File: src/rtl/round_sequencer.sv
// Multi-round sequencer: loads the state word, then runs ROUNDS rounds of five step units.
// The optional per-step watchdog is enabled by defining ROUND_SEQ_WDOG_EN.
module round_sequencer #(
    parameter int ROUNDS      = 24,
    parameter int RIDX_W      = 5,
    parameter int WDOG_CYCLES = 255
) (
    input  logic              clk,
    input  logic              rst,
    input  logic              start,
    input  logic              abort,
    input  logic              ready_par,
    input  logic              ready_rot,
    input  logic              ready_per,
    input  logic              ready_rev,
    input  logic              ready_RC,
    output logic              start_par,
    output logic              start_rot,
    output logic              start_per,
    output logic              start_rev,
    output logic              start_RC,
    output logic              ld_fr,
    output logic              ld_fw,
    output logic [RIDX_W-1:0] round_idx,
    output logic              busy,
    output logic              ready,
    output logic              err
);

    // Handshake: each X_I state pulses start_X for one cycle; X_W then waits for
    // ready_X high on a rising edge. Readies are only looked at in their own X_W.
    typedef enum logic [3:0] {
        S_IDLE, S_LOAD,
        S_PAR_I, S_PAR_W, S_ROT_I, S_ROT_W, S_PER_I, S_PER_W,
        S_REV_I, S_REV_W, S_RC_I, S_RC_W,
        S_WB, S_DONE
    } state_t;

    localparam logic [RIDX_W-1:0] LAST_IDX = RIDX_W'(ROUNDS - 1);

    state_t            state_q, state_d;
    logic [RIDX_W-1:0] idx_q, idx_d;
    logic              timeout;

    always_ff @(posedge clk or posedge rst) begin
        if (rst) begin
            state_q <= S_IDLE;
            idx_q   <= '0;
        end else begin
            state_q <= state_d;
            idx_q   <= idx_d;
        end
    end

    always_comb begin
        state_d = state_q;
        idx_d   = idx_q;
        case (state_q)
            S_IDLE:  if (start) state_d = S_LOAD;
            S_LOAD:  state_d = S_PAR_I;
            S_PAR_I: state_d = S_PAR_W;
            S_PAR_W: if (ready_par) state_d = S_ROT_I;
            S_ROT_I: state_d = S_ROT_W;
            S_ROT_W: if (ready_rot) state_d = S_PER_I;
            S_PER_I: state_d = S_PER_W;
            S_PER_W: if (ready_per) state_d = S_REV_I;
            S_REV_I: state_d = S_REV_W;
            S_REV_W: if (ready_rev) state_d = S_RC_I;
            S_RC_I:  state_d = S_RC_W;
            S_RC_W:  if (ready_RC) state_d = S_WB;
            S_WB: begin
                if (idx_q == LAST_IDX) begin
                    state_d = S_DONE;
                end else begin
                    idx_d   = idx_q + 1'b1;
                    state_d = S_PAR_I;
                end
            end
            S_DONE:  state_d = S_IDLE;
            default: state_d = S_IDLE;
        endcase
        if (timeout) state_d = S_IDLE;
        if (abort)   state_d = S_IDLE;
        // round_idx is zero whenever the sequencer sits in IDLE
        if (state_d == S_IDLE) idx_d = '0;
    end

`ifdef ROUND_SEQ_WDOG_EN
    localparam int WD_W = $clog2(WDOG_CYCLES + 1);

    logic [WD_W-1:0] wdog_q, wdog_d;
    logic            err_q, err_d;
    logic            in_wait, in_issue, wait_rdy;

    always_comb begin
        in_wait  = 1'b0;
        wait_rdy = 1'b0;
        case (state_q)
            S_PAR_W: begin in_wait = 1'b1; wait_rdy = ready_par; end
            S_ROT_W: begin in_wait = 1'b1; wait_rdy = ready_rot; end
            S_PER_W: begin in_wait = 1'b1; wait_rdy = ready_per; end
            S_REV_W: begin in_wait = 1'b1; wait_rdy = ready_rev; end
            S_RC_W:  begin in_wait = 1'b1; wait_rdy = ready_RC;  end
            default: ;
        endcase
        in_issue = (state_q == S_PAR_I) || (state_q == S_ROT_I) || (state_q == S_PER_I) ||
                   (state_q == S_REV_I) || (state_q == S_RC_I);
        wdog_d = wdog_q;
        if (in_issue)     wdog_d = '0;
        else if (in_wait) wdog_d = wdog_q + 1'b1;
        timeout = in_wait && !wait_rdy && (wdog_q == WD_W'(WDOG_CYCLES - 1));
        err_d = err_q;
        if ((state_q == S_IDLE) && start && !abort) err_d = 1'b0;
        else if (timeout && !abort)                 err_d = 1'b1;
    end

    always_ff @(posedge clk or posedge rst) begin
        if (rst) begin
            wdog_q <= '0;
            err_q  <= 1'b0;
        end else begin
            wdog_q <= wdog_d;
            err_q  <= err_d;
        end
    end

    assign err = err_q;
`else
    assign timeout = 1'b0;
    assign err     = 1'b0;
`endif

    assign ld_fr     = (state_q == S_LOAD);
    assign start_par = (state_q == S_PAR_I);
    assign start_rot = (state_q == S_ROT_I);
    assign start_per = (state_q == S_PER_I);
    assign start_rev = (state_q == S_REV_I);
    assign start_RC  = (state_q == S_RC_I);
    assign ld_fw     = (state_q == S_WB);
    assign ready     = (state_q == S_DONE);
    assign busy      = (state_q != S_IDLE);
    assign round_idx = idx_q;

endmodule

File: config.mk
export PLATFORM = sky130hd
export DESIGN_NAME = round_sequencer
export DESIGN_NICKNAME = d
export VERILOG_FILES = /design/src/rtl/round_sequencer.sv
export SDC_FILE = /design/constraint.sdc
export NUM_CORES = 1
export LEC_CHECK = 0
export BUFFER_PORTS_ARGS = -buffer_cell sky130_fd_sc_hd__buf_2
export CORE_MARGIN = 2
export CORE_UTILIZATION = 44
export DETAILED_ROUTE_END_ITERATION = 7
export PLACE_DENSITY = 0.74
export SKIP_LAST_GASP = 1
export SLEW_MARGIN = 30
export SYNTH_ARGS = -nofsm -noshare
export SYNTH_HDL_FRONTEND = slang
export SYNTH_SLANG_ARGS = --single-unit
File: constraint.sdc
create_clock -name clk -period 1.6 [get_ports clk]
set_input_delay 0.32 -clock clk [delete_from_list [all_inputs] [get_ports clk]]
set_output_delay 0.32 -clock clk [all_outputs]
set_load 0.01 [all_outputs]
# [Yosys cells after proc, flatten, opt, wreduce, memory -nomap -nowiden]
# Index checks and enable logic that the tools add are counted.
[totals] register_bits=9 input_bits=9 output_inout_bits=15
[classes] n_reduce_logical=5 eq_ne=15 mux=12 n_addsub=1
[ops] cell="$pmux 4 s13" n=1
[ops] cell="$mux 4" n=8
[ops] cell="$eq 4x4->1 const B" n=6
[ops] cell="$eq 4x3->1 const B" n=4
[ops] cell="$mux 5" n=3
[ops] cell="$eq 4x2->1 const B" n=2
[ops] cell="$logic_not 4->1" n=2
[ops] cell="$add 5x1->5 const B" n=1
[ops] cell="$eq 5x5->1 const B" n=1
[ops] cell="$eq 4x1->1 const B" n=1
[ops] cell="$reduce_bool 4->1" n=1
[ops] cell="$ne 2x1->1 const B" n=1
[ops] cell="$reduce_and 2->1" n=1
[ops] cell="$reduce_bool 2->1" n=1

# [Depth between registers and ports, before layout]
# Gate-level depths: netlist (run 1).
[depth] ltp_word=7 ltp_mapped=6 depth_no_buf=6

# [Worst setup path before layout (run 1)]
# Ideal clock, no wire load.
[synth_timing] path_type="register to register" start="reg idx_q[0] (netlist: round_idx[0])" end="reg idx_q[2] (netlist: round_idx[2])" required_ps=1505 path_slack_ps=-206 path_stages_with_launch=7 setup_time_ps=95 arrival_time_ps=1711 path_cell_list="dfrtp_1 ha_1 nand4b_4 a211o_1 a21oi_1 and4bb_4 nor4_4"
[synth_via] elab_chain_cells=7 word_cells_on_any_way=12 classes_between="add/sub (1); eq/ne (2); mux (6); reduce/logical (3)"
[synth_lines] element="start, declared" line="42" source="logic [RIDX_W-1:0] idx_q, idx_d;"
[synth_lines] element="start signal, assigned" line="51" source="idx_q <= idx_d;"
[synth_lines] element="$eq 5x5->1" line="72" source="if (idx_q == LAST_IDX) begin"
[synth_lines] element="$mux 4" line="72"
[synth_lines] element="$pmux 4 s13" line="58" source="case (state_q)"
[synth_lines] element="$mux 4" line="83" source="if (abort) state_d = S_IDLE;"
[synth_lines] element="$logic_not 4->1" line="85" source="if (state_d == S_IDLE) idx_d = '0;"
[synth_lines] element="$ne 2x1->1 (no source line) or $reduce_bool 2->1 (tied branches)"
[synth_lines] element="$reduce_and 2->1 (no source line)"
# Several ways; a longest one is shown, not always the timed one. The select of a mux whose other input is x is not followed.
# A chain may end at the register's enable or synchronous reset.

# [Worst setup path after layout (run 1)]
[layout_timing] start="reg state_q[3]" end="reg idx_q[4] (netlist: round_idx[4])"
[layout_via] elab_chain_cells=6 word_cells_on_any_way=26 classes_between="eq/ne (13); mux (9); reduce/logical (4)"
[layout_lines] element="start, declared" line="41" source="state_t state_q, state_d;"
[layout_lines] element="start signal, assigned" line="50" source="state_q <= state_d;"
[layout_lines] element="$eq 4x4->1, or another cell as far along" line="58"
[layout_lines] element="$pmux 4 s13" line="58"
[layout_lines] element="$mux 4" line="83"
[layout_lines] element="$logic_not 4->1" line="85"
[layout_lines] element="$ne 2x1->1 (no source line) or $reduce_bool 2->1 (tied branches)"
[layout_lines] element="$reduce_and 2->1 (no source line)"
# Several ways; a longest one is shown, not always the timed one.

==> results of run 1 <==
## layer usage
| layer | up-vias | track usage | part of all wire |
|---|---|---|---|
| met5 | - | 0 | 0 |
| met4 | 0 | 0.0529 | 0 |
| met3 | 0 | 0.0360 | 0.048 |
| met2 | 25 | 0.411 | 0.57 |
| met1 | 403 | 0.292 | 0.38 |
| li1 | 398 | - | - |
## layout make-up
cell class                 count  area (sq um)  area share
multi-input combinational     65           552       0.457
timing repair buffer          49           359       0.297
sequential                     9           233       0.193
clock buffer                   4          26.3      0.0218
tap                           16          20.0      0.0166
inverter                       4          17.5      0.0145
## cell families (layout without fill, tap and decap cells)
family,Yosys count,after routing,share of synthesized area
AND/OR/NAND/NOR,45,45,0.393
AO/OA/AOI/OAI,12,12,0.110
flip-flops,9,9,0.305
buffers and inverters,9,57,0.0761
XOR/XNOR,3,3,0.0355
multiplexers,3,3,0.0592
adder cells (fa/ha/maj),1,1,0.0169
other,1,1,0.00507
## synth_stat cells, types with 2 or more instances
cell type	number	area, sq um
xor2_1	3	26.3
nand2b_1	2	12.5
nand3_1	5	25.0
nor2b_1	2	12.5
a21oi_1	3	15.0
buf_4	4	30.0
nand2_1	8	30.0
inv_1	4	15.0
dfrtp_1	9	225
nor3_1	8	40.0
nor2_1	6	22.5
nor3b_1	2	15.0
a31oi_1	3	18.8
## repair_timing
item / 4_1_cts / 5_1_grt
pin swaps: 1 / 5
gates resized for setup: 12 / 16
setup endpoints to repair: 9 / 15
setup buffers: 7 / 2
gates cloned: 0 / 0
## sequential cells by signal (all words and copies together), names as in the netlist
register,flops
state_q,4
round_idx,5
## worst max-delay path by stage
stage / end / cells past startpoint / start / slack, ns
2_1_floorplan: round_idx[0] / 6 / round_idx[1] / 0.01
3_3_place_gp: round_idx[3] / 6 / round_idx[1] / -0.01
3_5_place_dp: round_idx[0] / 5 / state_q[2] / -0.05
4_1_cts: start_rev / 4 / state_q[2] / -0.03
5_1_grt: round_idx[4] / 6 / state_q[2] / -0.15
6_report: round_idx[4] / 6 / state_q[3] / -0.1
## critical path: stages, from the launching register on
cell and delay (ns):
dfrtp_2 0.46, buf_12 0.15, nor4bb_4 0.16, a311oi_2 0.26, a21oi_2 0.10, and4bb_4 0.39
nor3_2 0.07
## stage by stage
stage	power, uW	TNS [ns]	cell area, sq um	hold slack [ns]	setup WS (ns)
3_3_place_gp	472	-0.0160	978	0.292	-0.00957
3_5_place_dp	479	-0.0922	978	0.295	-0.0469
4_1_cts	690	-0.202	1120	0.0130	-0.0304
5_1_grt	776	-1.04	1210	0.0340	-0.155
6_report	732	-0.481	1210	0.0124	-0.0951
2_1_floorplan	395	0	754	0.148	0.00963
## power by group through the flow
stage | clock network [uW] | registers [uW] | logic (uW)
after global routing | 194 | 258 | 325
after CTS | 178 | 253 | 259
after global placement | 0 | 258 | 214
after floorplan | 0 | 249 | 146
after detailed placement | 0 | 259 | 220
final | 172 | 256 | 304
==> qor.txt, run 1 <==
CTS tree - yes
Initial Util - 0.480
Arr. time, crit path - 1.83 ns
number of clock sinks - 9
Crit path required time - 1.74 ns
DRC marker count from the first detailed-route iteration - 13
Vias - 826
First-pass DRT Iterations - 4
Synth Warn # - 0
minimum clock period - 1.70 ns
Post-Syn Area - 739 sq um
die area - 2020 sq um
clk_skew - 0.00659 ns
sequential power share - 0.350
clock-pin slew on the worst setup and hold paths - 0.06 ns
post-layout util - 0.783
final-report hold violation count - 0
first-pass GRT wire length - 3.40 mm
CTS Hold Bufs - 0
maximum VDD drop - 0.000507 V
Net Sw Frac - 0.338
status - finished, violations left
Final period util - 1.06
Rows - 14
Critical Path Sink Type - register
Hold Crit Class - in -> async
ant diodes - 0
commonest non-fill, non-tap cells in the layout - buf_2 (21), buf_4 (21), nor3_2 (7)
Clock Path Buffers - 2
setup violators final - 6
DRC viols - 0
vias per inst - 5.62
total CTS buffers - 3
Worst R2R Setup Slack - -0.1 ns
Pint - 485 uW
clk_lat worst skew - 0.26 ns
CP max FO - 6
clock power share - 0.235
Final Wtd Congestion - 0.834
# IOs - 24
post-synth cell types - 37
Syn Area/Cell - 8.91 sq um
PnR worst setup slack - -0.0951 ns
number of enable flip-flop cells after synthesis - 0
post-DR wirelength/cell - 15.2 um
Layout area overhead - 63.3%
CP Launch Type - register
RSZ-0062 raised after global routing - yes
FF+latch count, synth - 9
net switching power - 248 uW
Fmax - 590 MHz
Die Y - 45.0 um
die width - 45.0 um
core area - 1540 sq um
R2R cell count - 6
Main synth FF type - dfrtp_1
total congestion overflow - 0
H-tree depth - 1
Gate Count Post-Synth - 83
Comb power frac - 0.415
placed insts - 134
CP Class - reg -> reg
DP Wirelength - 1.47 mm
asr flop ratio synth - 1.00
initial antenna violation count - 0
GRT Overall Usage - 0.231
IO Port Bufs - 22
Leakage - 0.000585 uW
Critical R2R Launch - state_q[3]
final wirelength - 2.24 mm
syn_nets - 93
Seq/Total Area, Yosys - 0.305
PwrDens - 606 nW/um^2
max cap viols - 0
largest net degree at the start of global routing - 10
final std cells w/o fill - 147
nets - 142
failing checks - setup timing
vias in the first global route - 769
share of cells above drive strength 1 - 0.634
Slew Viols, Final - 0
fillers - 110
CTS root buffer - clkbuf_4
Detail Route Antenna Nets - 0
reg2reg end - round_idx[4]
(Power assumes the default switching activity.)
==> inputs of run 2 (changes only) <==
CORE_ASPECT_RATIO = 0.8   (was unset)
MAX_ROUTING_LAYER = met4   (was unset)
SKIP_CTS_REPAIR_TIMING = 1   (was unset)
==> run 2 against run 1 <==
Compared with the run above:
- the flow still finishes with violations (setup timing)
- non-clock buffer count shrank 4
- clock skew fell by 0.0017 ns
- worst setup slack improved by 0.0058 ns
- combinational power shrank 3%
- via count rose by 4.8%
- utilization fell by 6.7 points
- largest power group unchanged
==> qor.txt, run 2 (same netlist as run 1, synthesis figures left out) <==
status - finished, violations left
failing checks - setup timing
PnR worst setup slack - -0.0893 ns (+0.00575 ns)
IO Port Bufs - 22 (unchanged)
die area - 2030 sq um (about the same)
max reg flops - 5 (unchanged)
Hold Crit Class - in -> async
R2R cell count - 6 (unchanged)
vias per inst - 5.81 (+3.4%)
CTS tree - yes
Rows - 13 (-1)
final wirelength - 2.59 mm (+16%)
number of clock sinks - 9 (unchanged)
clk_lat worst skew - 0.27 ns (about the same)
Arr. time, crit path - 1.37 ns (-0.46 ns)
commonest non-fill, non-tap cells in the layout - buf_2 (22), buf_4 (19), dfrtp_2 (6)
setup violators final - 10 (+4)
Leakage - 0.000573 uW (-2.1%)
crit path cell chain - buf_4 > nand2_4 > nor3_4 > buf_6 > buf_2
H-tree depth - 1 (unchanged)
final std cells w/o fill - 149 (+1.4%)
CTS root buffer - clkbuf_4
CP Launch Type - register
Fmax - 592 MHz (+0.34%)
Worst R2R Setup Slack - -0.09 ns (about the same)
Clock Path Buffers - 2 (unchanged)
initial antenna violation count - 0 (unchanged)
first-pass GRT wire length - 2.74 mm (-19%)
CP max FO - 4 (-2)
minimum clock period - 1.69 ns (-0.00575 ns)
commonest non-fill, non-tap cell in the layout - buf_2
share of cells above drive strength 1 - 0.614 (-0.0194)
RSZ-0062 raised after global routing - yes
maximum VDD drop - 0.000489 V (-3.6%)
Vias - 866 (+4.8%)
# IOs - 24 (unchanged)
vias in the first global route - 624 (-19%)
Critical Path Sink Type - output pin
total congestion overflow - 0 (unchanged)
nets - 138 (-2.8%)
PwrDens - 649 nW/um^2 (+7.0%)
placed insts - 138 (+3.0%)
post-DR wirelength/cell - 17.4 um (+14%)
final-report hold violation count - 0 (unchanged)
ant diodes - 0 (unchanged)
total CTS buffers - 3 (unchanged)
Layout area overhead - 54.5%
Initial Util - 0.464 (-0.0158)
core area - 1590 sq um (+3.4%)
Detail Route Antenna Nets - 0 (unchanged)
DRC viols - 0 (unchanged)
Critical path buffers and inverters - 3 (+2)
DRC marker count from the first detailed-route iteration - 32 (+19)
GRT Overall Usage - 0.193 (-0.0381)
First-pass DRT Iterations - 4 (unchanged)
max cap viols - 0 (unchanged)
reg2reg end - round_idx[3]
fillers - 128 (+16%)
Final period util - 1.06 (-0.00360)
Crit path required time - 1.28 ns (-0.46 ns)
Critical-path top delay cell - dfrtp_2
clock-pin slew on the worst setup and hold paths - 0.06 ns (about the same)
Slew Viols, Final - 0 (unchanged)
largest stage delay on the critical path - 0.41 ns (-0.05 ns)
largest net degree at the start of global routing - 10 (unchanged)
clk_skew - 0.00488 ns (-0.00171 ns)
Place WS - -0.0186 ns (+0.0283 ns)
die width - 49.8 um (+11%)
Final Wtd Congestion - 0.794 (-4.8%)
DP Wirelength - 1.48 mm (+0.73%)
Die Y - 40.7 um (-9.6%)
CP Class - reg -> out
Crit path max-delay family - buffers and inverters
Critical R2R Launch - state_q[2]
-- run 2: cell types whose count changed in the layout (fill, tap and decap cells not counted), sizes merged --
| cell | previous run | this run |
|---|---|---|
| buf | 49 | 45 |
-- run 2: through the flow --
step / power, uW / setup TNS [ns] / hold slack, ns / cell area, sq um / utilization
5_1_grt: 777 / -1.50 / 0.0305 / 1140 / 0.717
2_1_floorplan: 395 / 0 / 0.148 / 754 / -
6_report: 741 / -0.518 / 0.0107 / 1140 / 0.717
4_1_cts: 662 / -0.497 / 0.0128 / 997 / 0.626
3_5_place_dp: 485 / -0.0322 / 0.297 / 971 / 0.609
3_3_place_gp: 483 / 0 / 0.292 / 971 / 0.609
-- run 2: layer usage --
| metal | vias up | routed length [um] | global-route usage |
|---|---|---|---|
| met3 | 8 | 187 | 0.0547 |
| met5 | - | 0 | - |
| met1 | 432 | 1070 | 0.255 |
| met2 | 38 | 1260 | 0.310 |
| met4 | 0 | 70 | 0.0208 |
| li1 | 388 | - | - |
-- run 2: where the power goes --
part	total (uW)	switching, uW	internal (uW)	leakage, uW
Sequential	267	28.9	239	0.000115
Combinational	294	147	147	0.000443
Clock	179	83.0	96.3	0.0000150
Total	741	259	482	0.000573
-- run 2: final cells by class --
| class | count | area [sq um] | area share |
|---|---|---|---|
| clock buffer | 4 | 26.3 | 0.0230 |
| inverter | 4 | 15.0 | 0.0131 |
| multi-input combinational | 65 | 543 | 0.475 |
| sequential | 9 | 233 | 0.204 |
| tap | 22 | 27.5 | 0.0241 |
| timing repair buffer | 45 | 298 | 0.261 |
-- run 2: worst register-to-register path, delay by kind of cell (launching register included) --
family,cells,cell delay [ns]
AOI/OAI and AO/OA,2,0.41
buffers and inverters,1,0.17
and+or+nand+nor,3,0.59
DFF,1,0.44
-- run 2: how the worst max path moves through the flow --
stage / from / endpoint / slack, ns / cells past startpoint
floorplan: round_idx[1] / round_idx[0] / 0.01 / 6
global placement: round_idx[1] / round_idx[1] / 0.005 / 6
detailed placement: round_idx[1] / round_idx[1] / -0.02 / 6
CTS: state_q[0] / ld_fw / -0.17 / 4
global route: state_q[3] / start_rot / -0.17 / 4
finish: state_q[2] / ld_fw / -0.09 / 5
